$ cat src/rtl/mult_seq_ctrl_if.sv
// -----------------------------------------------------------------------------
// mult_seq_ctrl_if
//   Handshake/data bundle between a requester (board wrapper, test FSM) and the
//   sequenced shift-and-add multiplier.
//
//   start   : requester -> multiplier, operation request
//   a, b    : requester -> multiplier, multiplicand / multiplier operands
//   busy    : multiplier -> requester, high while an operation is in flight
//   done    : multiplier -> requester, one-cycle pulse when product is valid
//   product : multiplier -> requester, a*b, held until the next result
//   op_a/b  : multiplier -> requester, operands latched at start acceptance
//
//   master modport = requester side, slave modport = multiplier side.
// -----------------------------------------------------------------------------
interface mult_seq_ctrl_if #(
    parameter int WIDTH = 4
);
    logic                   start;
    logic [WIDTH-1:0]       a;
    logic [WIDTH-1:0]       b;
    logic                   busy;
    logic                   done;
    logic [2*WIDTH-1:0]     product;
    logic [WIDTH-1:0]       op_a;
    logic [WIDTH-1:0]       op_b;

    modport master (
        output start, a, b,
        input  busy, done, product, op_a, op_b
    );

    modport slave (
        input  start, a, b,
        output busy, done, product, op_a, op_b
    );
endinterface

$ cat src/rtl/mult_seq_ctrl.sv
// -----------------------------------------------------------------------------
// mult_seq_ctrl
//   Sequenced shift-and-add multiplier. One FSM drives a single 2*WIDTH-bit
//   accumulator and adder; a*b is produced after exactly WIDTH iterations.
//   Feeds the seven-segment path: product nibbles and the latched operands.
//
//   Ports:
//     clk   : system clock, rising-edge active
//     reset : asynchronous, active-high; clears all state and outputs
//     bus   : mult_seq_ctrl_if.slave
//               start/a/b in; busy/done/product/op_a/op_b out
//
//   Timing (start accepted at edge E0):
//     E1..EW   one iteration per edge, product loaded at EW
//     EW..EW+1 done high for one cycle
//     EW+1     back to IDLE; next start accepted at EW+2 at the earliest
// -----------------------------------------------------------------------------
module mult_seq_ctrl #(
    parameter int WIDTH = 4
) (
    input  logic            clk,
    input  logic            reset,
    mult_seq_ctrl_if.slave  bus
);

    localparam int PW    = 2 * WIDTH;
    localparam int CNT_W = $clog2(WIDTH + 1);

    typedef enum logic [1:0] {
        IDLE = 2'd0,
        RUN  = 2'd1,
        DONE = 2'd2
    } state_t;

    state_t             state;
    state_t             state_nxt;

    logic [PW-1:0]      acc;
    logic [PW-1:0]      acc_nxt;
    logic [PW-1:0]      mcand;
    logic [WIDTH-1:0]   mplier;
    logic [CNT_W-1:0]   count;
    logic [PW-1:0]      product_r;
    logic [WIDTH-1:0]   op_a_r;
    logic [WIDTH-1:0]   op_b_r;

    logic               accept;
    logic               last_iter;

    // Partial product selected by the current low multiplier bit.
    function automatic logic [PW-1:0] partial(input logic [PW-1:0] m,
                                              input logic         sel);
        return sel ? m : '0;
    endfunction

    // Sum of 2*WIDTH bits never overflows: a*b < 2^(2*WIDTH).
    assign acc_nxt = acc + partial(mcand, mplier[0]);

    // ---- state register ----
    always_ff @(posedge clk or posedge reset) begin
        if (reset) begin
            state <= IDLE;
        end else begin
            state <= state_nxt;
        end
    end

    // ---- next-state decode ----
    always_comb begin
        state_nxt = state;
        accept    = 1'b0;
        last_iter = 1'b0;
        case (state)
            IDLE: begin
                if (bus.start) begin
                    accept    = 1'b1;
                    state_nxt = RUN;
                end
            end
            RUN: begin
                // No early exit on mplier==0: latency stays fixed at WIDTH.
                if (count == CNT_W'(WIDTH - 1)) begin
                    last_iter = 1'b1;
                    state_nxt = DONE;
                end
            end
            DONE: begin
                state_nxt = IDLE;
            end
            default: begin
                state_nxt = IDLE;
            end
        endcase
    end

    // ---- datapath: operand capture, iteration, result load ----
    always_ff @(posedge clk or posedge reset) begin
        if (reset) begin
            acc       <= '0;
            mcand     <= '0;
            mplier    <= '0;
            count     <= '0;
            product_r <= '0;
            op_a_r    <= '0;
            op_b_r    <= '0;
        end else if (accept) begin
            acc    <= '0;
            mcand  <= {{WIDTH{1'b0}}, bus.a};
            mplier <= bus.b;
            count  <= '0;
            op_a_r <= bus.a;
            op_b_r <= bus.b;
        end else if (state == RUN) begin
            acc    <= acc_nxt;
            mcand  <= mcand << 1;
            mplier <= mplier >> 1;
            count  <= count + 1'b1;
            if (last_iter) begin
                product_r <= acc_nxt;
            end
        end
    end

    // ---- Moore outputs ----
    assign bus.busy    = (state == RUN) || (state == DONE);
    assign bus.done    = (state == DONE);
    assign bus.product = product_r;
    assign bus.op_a    = op_a_r;
    assign bus.op_b    = op_b_r;

endmodule

$ cat src/flat_wrapper.sv
// flat-port wrapper written by rule: the top's interface ports become plain ports
module mult_seq_ctrl_flat 
#(
    parameter int WIDTH = 4
)
  (clk, reset, bus_start, bus_a, bus_b, bus_busy, bus_done, bus_product, bus_op_a, bus_op_b);
  mult_seq_ctrl_if #(.WIDTH(WIDTH)) bus_i ();
  input  logic clk;
  input  logic reset;
  input wire logic [$bits(bus_i.start)-1:0] bus_start;
  input wire logic [$bits(bus_i.a)-1:0] bus_a;
  input wire logic [$bits(bus_i.b)-1:0] bus_b;
  output wire logic [$bits(bus_i.busy)-1:0] bus_busy;
  output wire logic [$bits(bus_i.done)-1:0] bus_done;
  output wire logic [$bits(bus_i.product)-1:0] bus_product;
  output wire logic [$bits(bus_i.op_a)-1:0] bus_op_a;
  output wire logic [$bits(bus_i.op_b)-1:0] bus_op_b;
  assign bus_i.start = bus_start;
  assign bus_i.a = bus_a;
  assign bus_i.b = bus_b;
  assign bus_busy = bus_i.busy;
  assign bus_done = bus_i.done;
  assign bus_product = bus_i.product;
  assign bus_op_a = bus_i.op_a;
  assign bus_op_b = bus_i.op_b;
  mult_seq_ctrl #(.WIDTH(WIDTH)) u_core (.clk(clk), .reset(reset), .bus(bus_i));
endmodule
$ cat config.mk
export PLATFORM = sky130hd
export DESIGN_NAME = mult_seq_ctrl_flat
export DESIGN_NICKNAME = d
export VERILOG_FILES = /design/src/rtl/mult_seq_ctrl_if.sv /design/src/rtl/mult_seq_ctrl.sv /design/src/flat_wrapper.sv
export SDC_FILE = /design/constraint.sdc
export NUM_CORES = 1
export LEC_CHECK = 0
export CAP_MARGIN = 20
export CORE_ASPECT_RATIO = 0.7
export CORE_UTILIZATION = 60
export CTS_BUF_LIST = sky130_fd_sc_hd__clkbuf_8
export CTS_CLUSTER_SIZE = 28
export DETAILED_ROUTE_END_ITERATION = 6
export GPL_TIMING_DRIVEN = 0
export PLACE_DENSITY = 0.9
export SYNTH_ARGS = -nofsm -noshare
export SYNTH_HDL_FRONTEND = slang
export SYNTH_SLANG_ARGS = --single-unit
$ cat constraint.sdc
create_clock -name clk -period 5.14 [get_ports clk]
set_input_delay 1.028 -clock clk [delete_from_list [all_inputs] [get_ports clk]]
set_output_delay 1.028 -clock clk [all_outputs]
set_load 0.02 [all_outputs]
==> results of run 1 <==
==> worst reg2reg max path, delay by kind of cell (launching register included) <==
| family | cells | cell delay [ps] |
|---|---|---|
| flip-flops | 1 | 370 |
| AND/OR/NAND/NOR | 2 | 260 |
| multiplexers | 1 | 260 |
| adder cells (fa/ha/maj) | 1 | 290 |
| XOR/XNOR | 1 | 290 |
| buffers and inverters | 2 | 240 |
| AO/OA/AOI/OAI | 2 | 520 |
==> kinds of logic (layout without fill, tap and decap cells) <==
family / Yosys count / count (layout) / share of synthesized area
compound gates: 36 / 36 / 0.1006
flops: 41 / 41 / 0.4795
simple gates: 79 / 79 / 0.1749
mux: 19 / 19 / 0.09181
xor+xnor: 5 / 5 / 0.02749
fa+ha+maj: 14 / 14 / 0.08538
buf+inv: 20 / 56 / 0.04035
==> per-layer routing <==
metal  share of wire  vias up
li1                -      802
met1            0.51      753
met2            0.43       36
met3           0.047        7
met4           0.011        0
met5               0        -
==> power by group through the flow <==
stage               Clock, mW  Combinational, mW  Sequential, mW
finish                  0.258              0.776           0.533
global route            0.270              0.853           0.547
CTS                     0.259              0.776           0.533
detailed placement          0              0.769           0.539
global placement            0              0.743           0.531
floorplan                   0              0.460           0.590
==> worst max path at each step <==
stage	startpoint	cells after the start	end	slack (ps)
6_report	u_core.state[0]	3	bus_busy	2510
2_1_floorplan	u_core.mplier[0]	9	u_core.bus.product[7]	3070
5_1_grt	u_core.state[1]	3	bus_busy	2440
3_5_place_dp	bus_start	5	u_core.mcand[6]	2400
4_1_cts	u_core.state[0]	3	bus_busy	2490
3_3_place_gp	reset	2	u_core.acc[6]	2360
==> cell type report <==
type | count | area, um^2
Multi-Input combinational cell | 153 | 1027
Buffer | 10 | 48.80
Clock inverter | 3 | 42.54
Inverter | 10 | 37.54
Timing Repair Buffer | 28 | 280.3
Sequential cell | 41 | 1026
Clock buffer | 5 | 68.82
Fill cell | 229 | 685.7
Tap cell | 47 | 58.81
==> layout by cell type, fill, tap and decap left out, types with 2 or more instances in the layout <==
cell type | synthesis | routed
dfrtp_1 | 41 | 41
nand2_1 | 39 | 39
clkdlybuf4s50_1 | 0 | 28
o21ai_0 | 16 | 16
nor2_1 | 15 | 15
mux2i_1 | 14 | 14
ha_1 | 13 | 13
inv_1 | 10 | 10
and2_1 | 9 | 9
a21oi_1 | 6 | 6
clkbuf_1 | 5 | 5
mux2_2 | 5 | 5
clkbuf_8 | 0 | 5
buf_2 | 3 | 3
o31ai_1 | 3 | 3
nor2b_1 | 3 | 3
nor3b_1 | 3 | 3
nand4b_1 | 3 | 3
xnor2_1 | 2 | 2
o21ai_1 | 2 | 2
xor2_1 | 2 | 2
o21a_1 | 2 | 2
nor3_1 | 2 | 2
a22o_1 | 2 | 2
==> registers in the layout (all words and copies together) (netlist names) <==
signal              flops
u_core.acc              8
u_core.bus.product      8
u_core.bus.op_b         4
u_core.bus.op_a         4
u_core.state            2
u_core.mplier           4
u_core.count            3
u_core.mcand            8
==> stage by stage <==
stage,cells,setup WS [ps],hold slack [ps],cell area (um^2)
floorplan,214,3069,465.8,2140
global route,297,2444,495.4,2590
detailed placement,289,2400,461.5,2479
CTS,297,2494,481.2,2590
global placement,289,2356,459.4,2479
finish,297,2509,475.8,2590
==> summary.txt, run 1 <==
Antenna violations before repair: 0
Hold-critical path depth: 2
LEAKAGE: 1.233 nW
Sw frac: 0.3942
Number of global-route vias before repair: 1482
GR peak layer: met2
Setup crit end kind: primary output
CP arrival: 1600 ps
Seq/Total Area, Yosys: 0.4795
Max Slew Vio Count: 0
Critical Path Fanout Max: 4
Max Clk Rate: 380.1 MHz
Site row count: 17
Die width: 73.38 um
Startpoint types: flop
Sequential Power Share: 0.340
CTS sink cnt: 41
Largest net degree at the start of global routing: 42
Share of post-route cells with drive strength above 1: 0.07600
DIE AREA: 3813 um^2
Status: complete, no violations
Worst skew pair latency: 300 ps
Final hold vios: 0
Combinational fraction of design power: 0.495
Min Tclk post-route: 2631 ps
Tcrit/Tclk final: 0.5119
CTS clk-pin slew, worst paths: 80 ps
Layout Skew: 5.548 ps
Top delay family on crit path: buffers and inverters
Cts repair resizes: 0
Area of the mapped netlist: 2140 um^2
Ant diodes: 0
Finished Core Util: 0.7907
Leading area contributor after synthesis: dfrtp_1
Final setup violation count: 0
Tightest Pin Transition: 834.7 ps
DRT antenna net count: 0
Top-area cell type share of the netlist area: 0.4795
Vias per cell: 5.380
PnR Total Power: 1.568 mW
Core footprint: 3276 um^2
Crit path buffers/inverters: 2
IO buf count: 28
Clock Path Buffers: 2
# DRC: 0
Crit-path slowest cell: clkdlybuf4s50_1
Total number of vias: 1598
Psw: 0.6182 mW
Critical path, cell by cell: inv_1 > ha_1 > clkdlybuf4s50_1
M2 GR Usage: 0.3873
Global route overflow: 0
DP HPWL: 2.943 mm
CTS Hold Bufs: 0
Nets: 274
Syn Area/Cell: 9.998 um^2
R2r startpoint: u_core.mplier[0]
Worst EP required: 4110 ps
Count of cell types in the netlist: 36
First-pass GRT wire length: 6.969 mm
Synth area leaders: dfrtp_1, ha_1, nand2_1
Clk pwr share: 0.165
Worst Hold Class: reg2reg
Met3 Usage GRT: 0.06008
Crit path kind: reg2out
Synthesized instance count: 214
Worst stage delay on the critical path: 590 ps
FFs w/ async S/R, synth: 1.000
TritonCTS clock tree: yes
Area grow syn2layout: 21.05%
Max-Slew Margin vs Limit: 0.4427
First DRT Iteration DRCs: 145
Initial Utilization: 0.6532
Capture point of the worst reg-to-reg path: u_core.bus.product[7]
Syn Nets: 239
Max VDD drop: 0.0003499 V
Root Buffer: clkbuf_8
Top cells by count, synth: dfrtp_1, nand2_1, o21ai_0, nor2_1, mux2i_1
Max_cap viols: 0
Drt pass-1 iters: 4
Top Ports: 29
Setup bufs post-CTS: 0
Routability Congestion: 0.8312
Reg2Reg Setup Slack: 2810 ps
Final WL: 4.174 mm
Synth Register Bits: 41
RSZ-0062 raised after global routing: false
Post-synth EDFFs: 0
Synth warn: 0
H-tree levels: 2
WHS Endpoint: u_core.bus.product[6]
Most frequent cell after synthesis: dfrtp_1
GRT Util Overall: 0.2515
Grt met1 use: 0.3550
Pint: 0.9501 mW
Setup_tns: 0 ps
Per-cell routed wire length: 14.05 um
Min-delay src: u_core.bus.product[6]
Pwr Density: 605.5 nW/um^2
R2r worst-path depth: 9
TritonCTS buffer count: 5
Main synth FF type: dfrtp_1
Chip Height: 51.96 um
No activity file was read; power rests on OpenSTA's default activity.
==> run 2: changes to the inputs <==
--- a/config.mk
+++ b/config.mk
@@ -7,12 +7,12 @@
 export LEC_CHECK = 0
 export CAP_MARGIN = 20
 export CORE_ASPECT_RATIO = 0.7
-export CORE_UTILIZATION = 60
+export CORE_UTILIZATION = 57
 export CTS_BUF_LIST = sky130_fd_sc_hd__clkbuf_8
 export CTS_CLUSTER_SIZE = 28
 export DETAILED_ROUTE_END_ITERATION = 6
 export GPL_TIMING_DRIVEN = 0
-export PLACE_DENSITY = 0.9
+export PLACE_DENSITY = 0.86
 export SYNTH_ARGS = -nofsm -noshare
 export SYNTH_HDL_FRONTEND = slang
 export SYNTH_SLANG_ARGS = --single-unit
==> constraint.sdc (replaced) <==
create_clock -name clk -period 2.6 [get_ports clk]
set_input_delay 0.52 -clock clk [delete_from_list [all_inputs] [get_ports clk]]
set_output_delay 0.52 -clock clk [all_outputs]
set_load 0.02 [all_outputs]
==> summary.txt, run 2 (synthesis gave the netlist of run 1 again) <==
RSZ-0062 raised after global routing: false
TritonCTS buffer count: 5
Commonest non-fill, non-tap cell in the layout: dfrtp_1
Vias per cell: 5.253
Setup_tns: 0 ps
Max VDD drop: 0.0006628 V
Chip Height: 53.26 um
Max Clk Rate: 423.1 MHz
Global route overflow: 0
Worst stage delay on the critical path: 360 ps
Final hold vios: 0
Top Ports: 29
Crit-path slowest cell: dfrtp_1
DRT antenna net count: 0
First DRT Iteration DRCs: 78
Die width: 75.23 um
Setup crit end kind: flop
Per-cell routed wire length: 14.32 um
CP arrival: 2540 ps
# DRC: 0
Final setup violation count: 0
Worst skew pair latency: 290 ps
Most frequent cells in the layout: dfrtp_1, nand2_1, clkdlybuf4s50_1
Pwr Density: 1196 nW/um^2
GRT Util Overall: 0.2493
Root Buffer: clkbuf_8
DIE AREA: 4006 um^2
Total number of vias: 1576
Critical Path Fanout Max: 10
TritonCTS clock tree: yes
Final WL: 4.295 mm
H-tree levels: 2
Number of global-route vias before repair: 1460
Core footprint: 3558 um^2
Nets: 274
Min Tclk post-route: 2364 ps
Status: complete, no violations
Worst Hold Class: reg2reg
Site row count: 18
Worst Slack Setup Final: 236.4 ps
Crit path buffers/inverters: 2
Setup bufs post-CTS: 0
Startpoint types: flop
WHS Endpoint: u_core.bus.product[4]
First-pass GRT wire length: 6.962 mm
M2 GR Usage: 0.3679
Drt pass-1 iters: 4
Worst EP required: 2780 ps
Tightest Pin Transition: 826.8 ps
Antenna violations before repair: 0
R2r worst-path depth: 9
Share of post-route cells with drive strength above 1: 0.07600
IO buf count: 28
Capture point of the worst reg-to-reg path: u_core.bus.product[7]
Ant diodes: 0
Dpl ws: 241.7 ps
DP HPWL: 3.160 mm
Reg2Reg Setup Slack: 240 ps
CTS sink cnt: 41
Cts repair resizes: 0
LEAKAGE: 1.233 nW
Max Slew Vio Count: 0
Tcrit/Tclk final: 0.9091
Crit path kind: reg2reg
Max_cap viols: 0
Min-delay src: u_core.bus.product[4]
CTS clk-pin slew, worst paths: 80 ps
Top delay family on crit path: compound AO/OA/AOI/OAI gates
Routability Congestion: 0.8076
R2r startpoint: u_core.mplier[0]
Max-Slew Margin vs Limit: 0.4480
Clock Path Buffers: 2
Grt met1 use: 0.3629
Met3 Usage GRT: 0.06095
Initial Utilization: 0.6013
GR peak layer: met2
Area grow syn2layout: 21.23%
Hold-critical path depth: 2
Largest net degree at the start of global routing: 42
CTS Hold Bufs: 0
Layout Skew: 6.419 ps
Most used cell, CP: nand2_1
Critical path, cell by cell: clkbuf_2 > nand2_1 > inv_1 > ha_1 > a211oi_1 > o211ai_1 > nand2_1 > xor3_1 > mux2_2
==> run 2: layout make-up <==
cell class | instances | area [um^2]
multi-input combinational | 153 | 1027
timing repair buffer | 28 | 280.3
buffer | 10 | 48.80
inverter | 10 | 37.54
tap | 50 | 62.56
clock buffer | 5 | 68.82
sequential | 41 | 1026
fill | 270 | 964.7
clock inverter | 3 | 42.54
==> run 2: how the worst max path moves through the flow <==
stage,slack (ps),start,to,cells after the start
after global placement,310,reset,u_core.bus.product[2],2
after CTS,230,u_core.mplier[0],u_core.bus.product[7],9
after floorplan,530,u_core.mplier[0],u_core.bus.product[7],9
after global routing,70,u_core.mplier[0],u_core.bus.product[7],8
final,240,u_core.mplier[0],u_core.bus.product[7],9
after detailed placement,240,u_core.mplier[0],u_core.bus.product[7],9
==> run 2: tightest hold or removal path, cell delays in order (launching register included) <==
cell and delay (ps):
dfrtp_1 350, nand2_1 50, o31ai_1 50
==> run 2: power breakdown <==
group / total [mW] / leakage, nW / switching [mW] / internal (mW)
Combinational: 1.53 / 0.638 / 0.841 / 0.688
Clock: 0.506 / 0.0595 / 0.222 / 0.284
Sequential: 1.07 / 0.535 / 0.164 / 0.904
==> run 2: per-stage QoR <==
step,power [mW],hold WS (ps),cell area (um^2),std cells,util
6_report,3.103,477.3,2594,300,0.7289
5_1_grt,3.332,516.5,2594,300,0.7289
4_1_cts,3.114,484.5,2594,300,0.7289
3_5_place_dp,2.603,466.8,2482,292,0.6976
3_3_place_gp,2.521,458.6,2482,292,0.6976
2_1_floorplan,2.075,465.8,2140,214,-
==> run 2: metal layers <==
metal  wire length [um]  part of all wire
met5                  0                 0
met4                 14            0.0033
met3                157             0.037
met2               1960              0.46
met1               2163              0.50
